File: config.mk
export PLATFORM = sky130hd
export DESIGN_NAME = uart_tx_arbiter
export DESIGN_NICKNAME = d
export VERILOG_FILES = /design/src/rtl/uart_tx_arbiter.sv
export SDC_FILE = /design/constraint.sdc
export NUM_CORES = 1
export LEC_CHECK = 0
export CORE_ASPECT_RATIO = 1.2
export CORE_UTILIZATION = 50
export DETAILED_ROUTE_END_ITERATION = 10
export PLACE_DENSITY = 0.85
export RECOVER_POWER = 25
export SYNTH_ARGS = -nofsm -noshare
export SYNTH_HDL_FRONTEND = slang
export SYNTH_SLANG_ARGS = --single-unit
File: constraint.sdc
create_clock -name clk -period 5.6 [get_ports clk]
set_input_delay 0.56 -clock clk [delete_from_list [all_inputs] [get_ports clk]]
set_output_delay 0.56 -clock clk [all_outputs]
set_load 0.01 [all_outputs]
File: src/rtl/uart_tx_arbiter.sv
// Round-robin arbiter sharing one UART transmitter among NUM_REQ requesters.
// A grant covers a whole packet; an owner that stalls too long loses its grant.
module uart_tx_arbiter #(
   parameter int NUM_REQ      = 4,
   parameter int HOLD_TIMEOUT = 1024
) (
   input  logic                 clk,
   input  logic                 rst,
   input  logic [NUM_REQ-1:0]   req_valid,
   input  logic [8*NUM_REQ-1:0] req_data,
   input  logic [NUM_REQ-1:0]   req_last,
   output logic [NUM_REQ-1:0]   req_ready,
   output logic                 tx_start,
   output logic [7:0]           tx_data,
   input  logic                 tx_busy,
   input  logic                 tx_done,
   output logic [NUM_REQ-1:0]   grant,
   output logic                 timeout_err,
   output logic [15:0]          pkt_count
);

   // state   | meaning
   // ST_IDLE | no owner; arbitrate among valid requesters from rr_ptr upward
   // ST_SEND | owner holds grant; waiting for its next byte (hold timer runs)
   // ST_WAIT | byte handed to transmitter; waiting for tx_done
   typedef enum logic [1:0] {ST_IDLE, ST_SEND, ST_WAIT} state_t;

   localparam int IW = $clog2(NUM_REQ);
   localparam int CW = $clog2(HOLD_TIMEOUT) + 1;

   state_t             state, state_nxt;
   logic [NUM_REQ-1:0] grant_nxt;
   logic [IW-1:0]      rr_ptr, rr_ptr_nxt;
   logic [CW-1:0]      hold_cnt, hold_cnt_nxt;
   logic               last_flag, last_flag_nxt;
   logic               tx_start_nxt;
   logic [7:0]         tx_data_nxt;
   logic               timeout_err_nxt;
   logic [15:0]        pkt_count_nxt;

   logic [IW-1:0]      owner_idx, owner_inc;
   logic [7:0]         owner_data;
   logic               owner_last;
   logic [IW-1:0]      pick_idx;
   logic               pick_found;
   logic               xfer;

   function automatic logic [IW-1:0] rr_offset(input logic [IW-1:0] base, input int k);
      int p;
      p = int'(base) + k;
      if (p >= NUM_REQ) p = p - NUM_REQ;
      return IW'(p);
   endfunction

   // Owner byte/flag are taken only through the grant bit, so non-owner inputs never reach tx_data.
   always_comb begin
      owner_idx  = '0;
      owner_data = '0;
      owner_last = 1'b0;
      for (int i = 0; i < NUM_REQ; i++) begin
         if (grant[i]) begin
            owner_idx  = IW'(i);
            owner_data = req_data[8*i +: 8];
            owner_last = req_last[i];
         end
      end
   end

   assign owner_inc = (owner_idx == IW'(NUM_REQ-1)) ? '0 : owner_idx + 1'b1;

   // Scan downward so the lowest offset from rr_ptr is the final (winning) assignment.
   always_comb begin
      pick_found = 1'b0;
      pick_idx   = '0;
      for (int k = NUM_REQ-1; k >= 0; k--) begin
         if (req_valid[rr_offset(rr_ptr, k)]) begin
            pick_found = 1'b1;
            pick_idx   = rr_offset(rr_ptr, k);
         end
      end
   end

   assign req_ready = (state == ST_SEND && !tx_busy) ? grant : '0;
   assign xfer      = |(req_valid & req_ready);

   always_comb begin
      state_nxt       = state;
      grant_nxt       = grant;
      rr_ptr_nxt      = rr_ptr;
      hold_cnt_nxt    = hold_cnt;
      last_flag_nxt   = last_flag;
      tx_start_nxt    = 1'b0;
      tx_data_nxt     = tx_data;
      timeout_err_nxt = 1'b0;
      pkt_count_nxt   = pkt_count;
      case (state)
         ST_IDLE: begin
            hold_cnt_nxt = '0;
            if (pick_found) begin
               grant_nxt = NUM_REQ'(1) << pick_idx;
               state_nxt = ST_SEND;
            end
         end
         ST_SEND: begin
            if (xfer) begin
               tx_start_nxt  = 1'b1;
               tx_data_nxt   = owner_data;
               last_flag_nxt = owner_last;
               hold_cnt_nxt  = '0;
               state_nxt     = ST_WAIT;
            end else if (hold_cnt == CW'(HOLD_TIMEOUT-1)) begin
               timeout_err_nxt = 1'b1;
               grant_nxt       = '0;
               rr_ptr_nxt      = owner_inc;
               hold_cnt_nxt    = '0;
               state_nxt       = ST_IDLE;
            end else begin
               hold_cnt_nxt = hold_cnt + 1'b1;
            end
         end
         ST_WAIT: begin
            // A done coincident with our own start pulse belongs to an earlier frame.
            if (tx_done && !tx_start) begin
               if (last_flag) begin
                  pkt_count_nxt = pkt_count + 1'b1;
                  rr_ptr_nxt    = owner_inc;
                  grant_nxt     = '0;
                  state_nxt     = ST_IDLE;
               end else begin
                  state_nxt = ST_SEND;
               end
            end
         end
         default: state_nxt = ST_IDLE;
      endcase
   end

   always_ff @(posedge clk) begin
      if (rst) begin
         state       <= ST_IDLE;
         grant       <= '0;
         rr_ptr      <= '0;
         hold_cnt    <= '0;
         last_flag   <= 1'b0;
         tx_start    <= 1'b0;
         tx_data     <= 8'h00;
         timeout_err <= 1'b0;
         pkt_count   <= 16'h0000;
      end else begin
         state       <= state_nxt;
         grant       <= grant_nxt;
         rr_ptr      <= rr_ptr_nxt;
         hold_cnt    <= hold_cnt_nxt;
         last_flag   <= last_flag_nxt;
         tx_start    <= tx_start_nxt;
         tx_data     <= tx_data_nxt;
         timeout_err <= timeout_err_nxt;
         pkt_count   <= pkt_count_nxt;
      end
   end

endmodule

==> qor.yml, run 1 <==
sta:
  setup_tns_ns: 0
  setup_viol_count_final: 0
  drv_slew: 0
  finalHoldViolations: 0
  fin_crit_ns: 2.80
  max_slew_margin: 0.466
  clock_skew_ns: 0.00997
  rsz0062_at_grt: "false"
  min_period_over_period: 0.501
  fmax_mhz: 357
  worstMarginPinSlew_ns: 0.802
clocking:
  post_cts_resized: 0
  post_cts_buffers: 0
  ctsHoldBuffers: 0
  clock_sinks: 46
  clockRootBuffer: "clkbuf_8"
  cts_tree: "yes"
  htreeDepth: 2
  clk_pin_slew_ns: 0.09
  cts_buffers: 5
  clkLatencyLatePin_ns: 0.30
  clock_path_buffers: 2
power_and_ir_drop:
  p_leak_nw: 1.25
  p_sw_mw: 0.303
  finalPower_mw: 0.888
  cellPowerDensity_nw_per_um2: 258
  seq_power_share: 0.439
  share_clk_of_total_power: 0.240
  switching_share: 0.341
  intPower_mw: 0.586
  vdd_drop_max_mv: 0.188
  p_comb_frac: 0.321
setup_path:
  regToRegStartpoint: "state[1]"
  critical_path.max_stage_delay_ns: 0.54
  cp_top_family: "buffers and inverters"
  required_ns: 5.04
  crit_buf_inv: 2
  crit_fanout: 11
  cp_cell_sequence: "inv_1, ha_1, nor2b_1, and2_1, clkdlybuf4s50_1"
  cp-start-kind: "flip-flop"
  startpoint: "state[1]"
  cp_data_arrival_time_ns: 2.24
  critPathSlowestCell: "clkdlybuf4s50_1"
  criticalPathCategory: "flip-flop to output pin"
  crit_path_end_kind: "output pin"
routing:
  vias: 2602
  routed_wl_mm: 6.22
  postRouteAntennaNets: 0
  detail_route.wl_per_cell_um: 14.2
  firstDrtPassIters: 4
  drc_errors: 0
  drt_iter0_drc: 124
  vias_per_cell: 5.94
placed_design:
  finalWeightedCongestion: 0.949
  portBuffers: 77
  hpwl_mm: 4.59
global_routing:
  grt_max_degree: 31
  overflow: 0
  grt_usage: 0.243
  grt_pass1_wl_mm: 10.2
  grt_pass1_vias: 2352
  antenna_found_initial: 0
floorplan:
  rows: 28
  die_y_um: 80.6
  dieArea_um2: 5440
  die_w_um: 67.5
  io_pins: 78
  core_area_um2: 4940
  start_util: 0.522
yosys:
  ys_ff_latch: 46
  synth_cell_types: 52
  ys.flop_type: "dfxtp_1"
  syn_area_per_cell_um2: 8.36
  ys_seq_area_frac: 0.357
  yosysWarnings: 0
  syn_nets: 358
  synthArstFlopShare: 0
  synth-edff-count: 0
  yosys-top-cells-area: "dfxtp_1, nor2_1, nand2_1"
  synth_top_area_frac: 0.357
  synth_cells: 308
  synth_top_area_cell: "dfxtp_1"
  syn-cell-area_um2: 2580
min_path:
  hold_start: "pkt_count[15]"
  hold_class: "flip-flop to flip-flop"
cells_and_area:
  final_common_cell: "clkdlybuf4s50_1"
  layout.nets: 427
  syn_to_final_growth_pct: 33.8
  n_fill_cell: 418
  layout_common_cells: "clkdlybuf4s50_1, dfxtp_1, nor2_1"
  antenna-diode-count: 0
  drive_gt1_frac: 0.0344
flow_run:
  maxCapViolCount: 0
status:
  outcome: "completed"
tightest hold or removal path, stage by stage, from the launching register on:
cell and delay (ns):
dfxtp_1 0.32, o31ai_1 0.06, a21oi_1 0.06
power by group through the flow:
stage               logic, mW  clock network [mW]  registers (mW)
floorplan               0.190                   0           0.384
finish                  0.285               0.213           0.390
CTS                     0.286               0.214           0.389
global placement        0.279                   0           0.396
global route            0.317               0.229           0.395
detailed placement      0.283                   0           0.396
final timing paths:
| path | to | slack (ns) | depth (start not counted) |
|---|---|---|---|
| max reg2reg | state[0] | 3.11 | 6 |
| min reg2reg | pkt_count[15] | 0.48 | 2 |
| max | req_ready[0] | 2.80 | 5 |
| min | pkt_count[15] | 0.48 | 2 |
cells in the mapped netlist, drive strengths merged (2+ instances only):
master and count:
o31ai 5, and3 6, nand4 8, a211oi 3, nor2 25, and2 4, a211o 2, mux2i 7
nor4 3, nor3b 2, a31oi 5, a21oi 17, nand2 24, xor2 10, and4 3, ha 6
inv 11, nand2b 10, or4 4, a32o 2, a22o 2, o2111ai 2, a221oi 10, clkbuf 10
nor2b 13, o21bai 2, dfxtp 46, buf 6, nand3 10, nor3 13, or3 6, o311a 8
o21ai 10
flip-flops by register name, indices dropped and copies added (netlist names):
| signal | flops |
|---|---|
| pkt_count | 16 |
| hold_cnt | 11 |
| tx_data | 8 |
| grant | 4 |
| rr_ptr | 2 |
| state | 2 |
| last_flag | 1 |
| timeout_err | 1 |
| tx_start | 1 |
routing by layer:
layer | routed length, um | vias to the layer above | global-route usage
met1 | 2730 | 1201 | 0.304
met2 | 2990 | 103 | 0.398
met3 | 437 | 10 | 0.0710
met4 | 60 | 0 | 0.0638
li1 | - | 1288 | -
met5 | 0 | - | 0
cells by family (layout without fill, tap and decap cells):
logic type,count (synthesis),after routing,synth area share
and+or+nand+nor,134,134,0.285
AOI/OAI and AO/OA,76,76,0.214
DFF,46,46,0.357
buffers and inverters,27,97,0.0461
xor gates and xnor gates,11,11,0.0374
muxes,8,8,0.0316
adders and majority gates,6,6,0.0291
stage by stage:
stage           util  std cells  setup slack (ns)  hold slack, ns  area, um^2
4_1_cts        0.698        438              2.81           0.482        3450
2_1_floorplan      -        308              3.84           0.413        2580
3_5_place_dp   0.679        430              2.94           0.469        3350
3_3_place_gp   0.679        430              2.99           0.464        3350
6_report       0.698        438              2.80           0.478        3450
5_1_grt        0.698        438              2.65           0.498        3450
cell type report:
| cell class | instances | area [um^2] | area share |
|---|---|---|---|
| Tap cell | 60 | 75.1 | 0.0218 |
| Timing Repair Buffer | 78 | 778 | 0.226 |
| Multi-Input combinational cell | 235 | 1540 | 0.446 |
| Clock buffer | 6 | 82.6 | 0.0240 |
| Inverter | 11 | 41.3 | 0.0120 |
| Clock inverter | 2 | 12.5 | 0.00363 |
| Sequential cell | 46 | 921 | 0.267 |
No activity file was read; power rests on OpenSTA's default activity.
==> inputs of run 2 (changes only) <==
- CORE_UTILIZATION: 50 -> 43
- PLACE_DENSITY: 0.85 -> 0.78
- clock period: 5.6 -> 2.5 ns (I/O delays scaled with it)
==> run 2 against run 1 <==
Clock skew shrank 0.0031 ns. Worst hold slack lost 0.0066 ns. Critical path depth is the same. Critical endpoint is now req_ready[3]. Sequential share of layout area shrank 0.71 points. Largest power group unchanged. First-iteration DRC count shrank 30%. Die area grew 16%. Wire length grew 1.7%. Utilization shrank 7.7 points.
==> qor.yml, run 2 (synthesis results as in run 1) <==
status:
  outcome: "completed"  # unchanged
setup_path:
  cp_top_family: "buffers and inverters"  # unchanged
  required_ns: 2.25  # was 5.04 ns
  critical_path.max_stage_delay_ns: 0.53  # was 0.54 ns
  cp-start-kind: "flip-flop"  # unchanged
  cp.depth: 5  # unchanged
  crit_path_end_kind: "output pin"  # unchanged
  crit_fanout: 11  # unchanged
  crit_buf_inv: 2  # unchanged
  reg2reg_depth: 7  # was 6
  cp_cell_sequence: "inv_1, ha_1, nor2b_2, and2_1, clkdlybuf4s50_1"  # was inv_1, ha_1, nor2b_1, and2_1, clkdlybuf4s50_1
  critPathSlowestCell: "clkdlybuf4s50_1"  # unchanged
  cp_data_arrival_time_ns: 2.13  # was 2.24 ns
  criticalPathCategory: "flip-flop to output pin"  # unchanged
cells_and_area:
  layout.nets: 434  # was 427
  drive_gt1_frac: 0.0545  # was 0.0344
  fin_area_um2: 3540  # was 3450 um^2
  largest_reg_flops: 16  # unchanged
  n_fill_cell: 530  # was 418
  antenna-diode-count: 0  # unchanged
  top_regs: "pkt_count (16), hold_cnt (11), tx_data (8)"  # unchanged
  seqCellArea_um2: 921  # unchanged
  multi_input_area_um2: 1540  # about the same
  postLayoutCoreUtil: 0.621  # was 0.698
  largest-register: "pkt_count"  # unchanged
  syn_to_final_growth_pct: 37.4  # was 33.8%
  final_common_cell: "clkdlybuf4s50_1"  # unchanged
  layout_common_cells: "clkdlybuf4s50_1, dfxtp_1, nor2_1"  # unchanged
  final_cell_count_no_fill: 465  # was 438
routing:
  firstDrtPassIters: 4  # unchanged
  vias: 2622  # was 2602
  drc_errors: 0  # unchanged
  vias_per_cell: 5.64  # was 5.94
  postRouteAntennaNets: 0  # unchanged
  drt_iter0_drc: 87  # was 124
  detail_route.wl_per_cell_um: 13.6  # was 14.2 um
  routed_wl_mm: 6.33  # was 6.22 mm
sta:
  drv_slew: 0  # unchanged
  setup_tns_ns: 0  # unchanged
  rsz0062_at_grt: "false"  # unchanged
  setup_viol_count_final: 0  # unchanged
  max_slew_margin: 0.614  # was 0.466
  min_period_over_period: 0.952
  fmax_mhz: 420
  worstMarginPinSlew_ns: 0.578  # was 0.802 ns
  fin_crit_ns: 2.38
  clock_skew_ns: 0.00685  # was 0.00997 ns
  finalHoldViolations: 0  # unchanged
placed_design:
  dpl.cell_count: 457  # was 430
  placed_area_um2: 3430  # was 3350 um^2
  portBuffers: 77  # unchanged
  hpwl_mm: 4.78  # was 4.59 mm
  finalWeightedCongestion: 0.858  # was 0.949
floorplan:
  die_y_um: 86.8  # was 80.6 um
  io_pins: 78  # unchanged
  core_area_um2: 5710  # was 4940 um^2
  dieArea_um2: 6310  # was 5440 um^2
  rows: 30  # was 28
  start_util: 0.452  # was 0.522
  die_w_um: 72.7  # was 67.5 um
min_path:
  whs_path_depth: 1  # was 2
  hold_class: "flip-flop to flip-flop"  # unchanged
power_and_ir_drop:
  switching_share: 0.325  # was 0.341
  seq_power_share: 0.415  # was 0.439
  intPower_mw: 1.39  # was 0.586 mW
  p_comb_frac: 0.321  # about the same
  p_sw_mw: 0.670  # was 0.303 mW
  share_clk_of_total_power: 0.264  # was 0.240
  cellPowerDensity_nw_per_um2: 582  # was 258 nW/um^2
  vdd_drop_max_mv: 0.348  # was 0.188 mV
  p_leak_nw: 1.31  # was 1.25 nW
global_routing:
  antenna_found_initial: 0  # unchanged
  grt_max_degree: 24  # was 31
  grt_usage: 0.208  # was 0.243
  grt_pass1_wl_mm: 10.4  # was 10.2 mm
  grt_pass1_vias: 2345  # was 2352
  overflow: 0  # unchanged
clocking:
  cts_tree: "yes"  # unchanged
  post_cts_buffers: 0  # unchanged
  clk_pin_slew_ns: 0.09  # about the same
  cts_buffers: 5  # unchanged
  clkLatencyLatePin_ns: 0.30  # about the same
  clock_sinks: 46  # unchanged
  htreeDepth: 2  # unchanged
  clockRootBuffer: "clkbuf_8"  # unchanged
  clock_path_buffers: 2  # unchanged
flow_run:
  maxCapViolCount: 0  # unchanged
[run 2: changes by cell type in the layout (fill, tap and decap cells not counted)]
| cell | change |
|---|---|
| buf_4 | +7 |
| clkdlybuf4s50_1 | -2 |
| dlygate4sd3_1 | +2 |
| bufinv_16 | +1 |
| clkbuf_8 | -1 |
| clkinv_2 | +1 |
| clkinvlp_4 | -1 |
| nor2b_1 | -1 |
| nor2b_2 | +1 |
[run 2: timing repair]
item / in CTS / in global routing
endpoints found under the setup margin: 0 / 3
hold buffers: 0 / 0
resized for setup: 0 / 1
[run 2: final cells by class]
type                    instances  area share
well taps                      80      0.0283
flip-flops and latches         46       0.260
clock inverters                 3      0.0113
repair buffers                 85       0.235
multi-input cells             235       0.435
clock buffers                   5      0.0194
inverters                      11      0.0117
[run 2: worst paths after layout]
| check | startpoint | to | slack, ns |
|---|---|---|---|
| max | state[1] | req_ready[3] | 0.12 |
| min reg2reg | hold_cnt[10] | timeout_err | 0.47 |
| max reg2reg | state[1] | tx_data[3] | 0.39 |
| min | hold_cnt[10] | timeout_err | 0.47 |
[run 2: layer usage]
layer / GRT usage / up-vias / wire length (um) / part of all wire
met5: 0 / - / 0 / 0
met4: 0.0642 / 0 / 76 / 0.012
met3: 0.0663 / 8 / 442 / 0.070
met2: 0.364 / 99 / 3080 / 0.49
met1: 0.240 / 1223 / 2720 / 0.43
li1: - / 1292 / - / -
[run 2: worst register-to-register path, cell delays in order, from the launching register on]
cell and delay [ns]:
dfxtp_1 0.34, inv_1 0.12, ha_1 0.38, nor2b_2 0.30, o21a_1 0.35, buf_4 0.27
o311a_1 0.19, nor3_1 0.05
[run 2: metrics by stage]
stage,power (mW),hold WS [ns],setup slack [ns]
after floorplan,1.29,0.413,0.738
after global routing,2.18,0.504,0.0279
final,2.06,0.472,0.120
after global placement,1.52,0.456,0.459
after CTS,2.08,0.467,0.0606
after detailed placement,1.53,0.444,0.395
[run 2: power groups by stage]
stage | registers (mW) | clock network, mW | logic [mW]
after global routing | 0.865 | 0.590 | 0.729
after floorplan | 0.861 | 0 | 0.425
after global placement | 0.868 | 0 | 0.654
after CTS | 0.855 | 0.553 | 0.667
after detailed placement | 0.873 | 0 | 0.661
final | 0.856 | 0.544 | 0.662
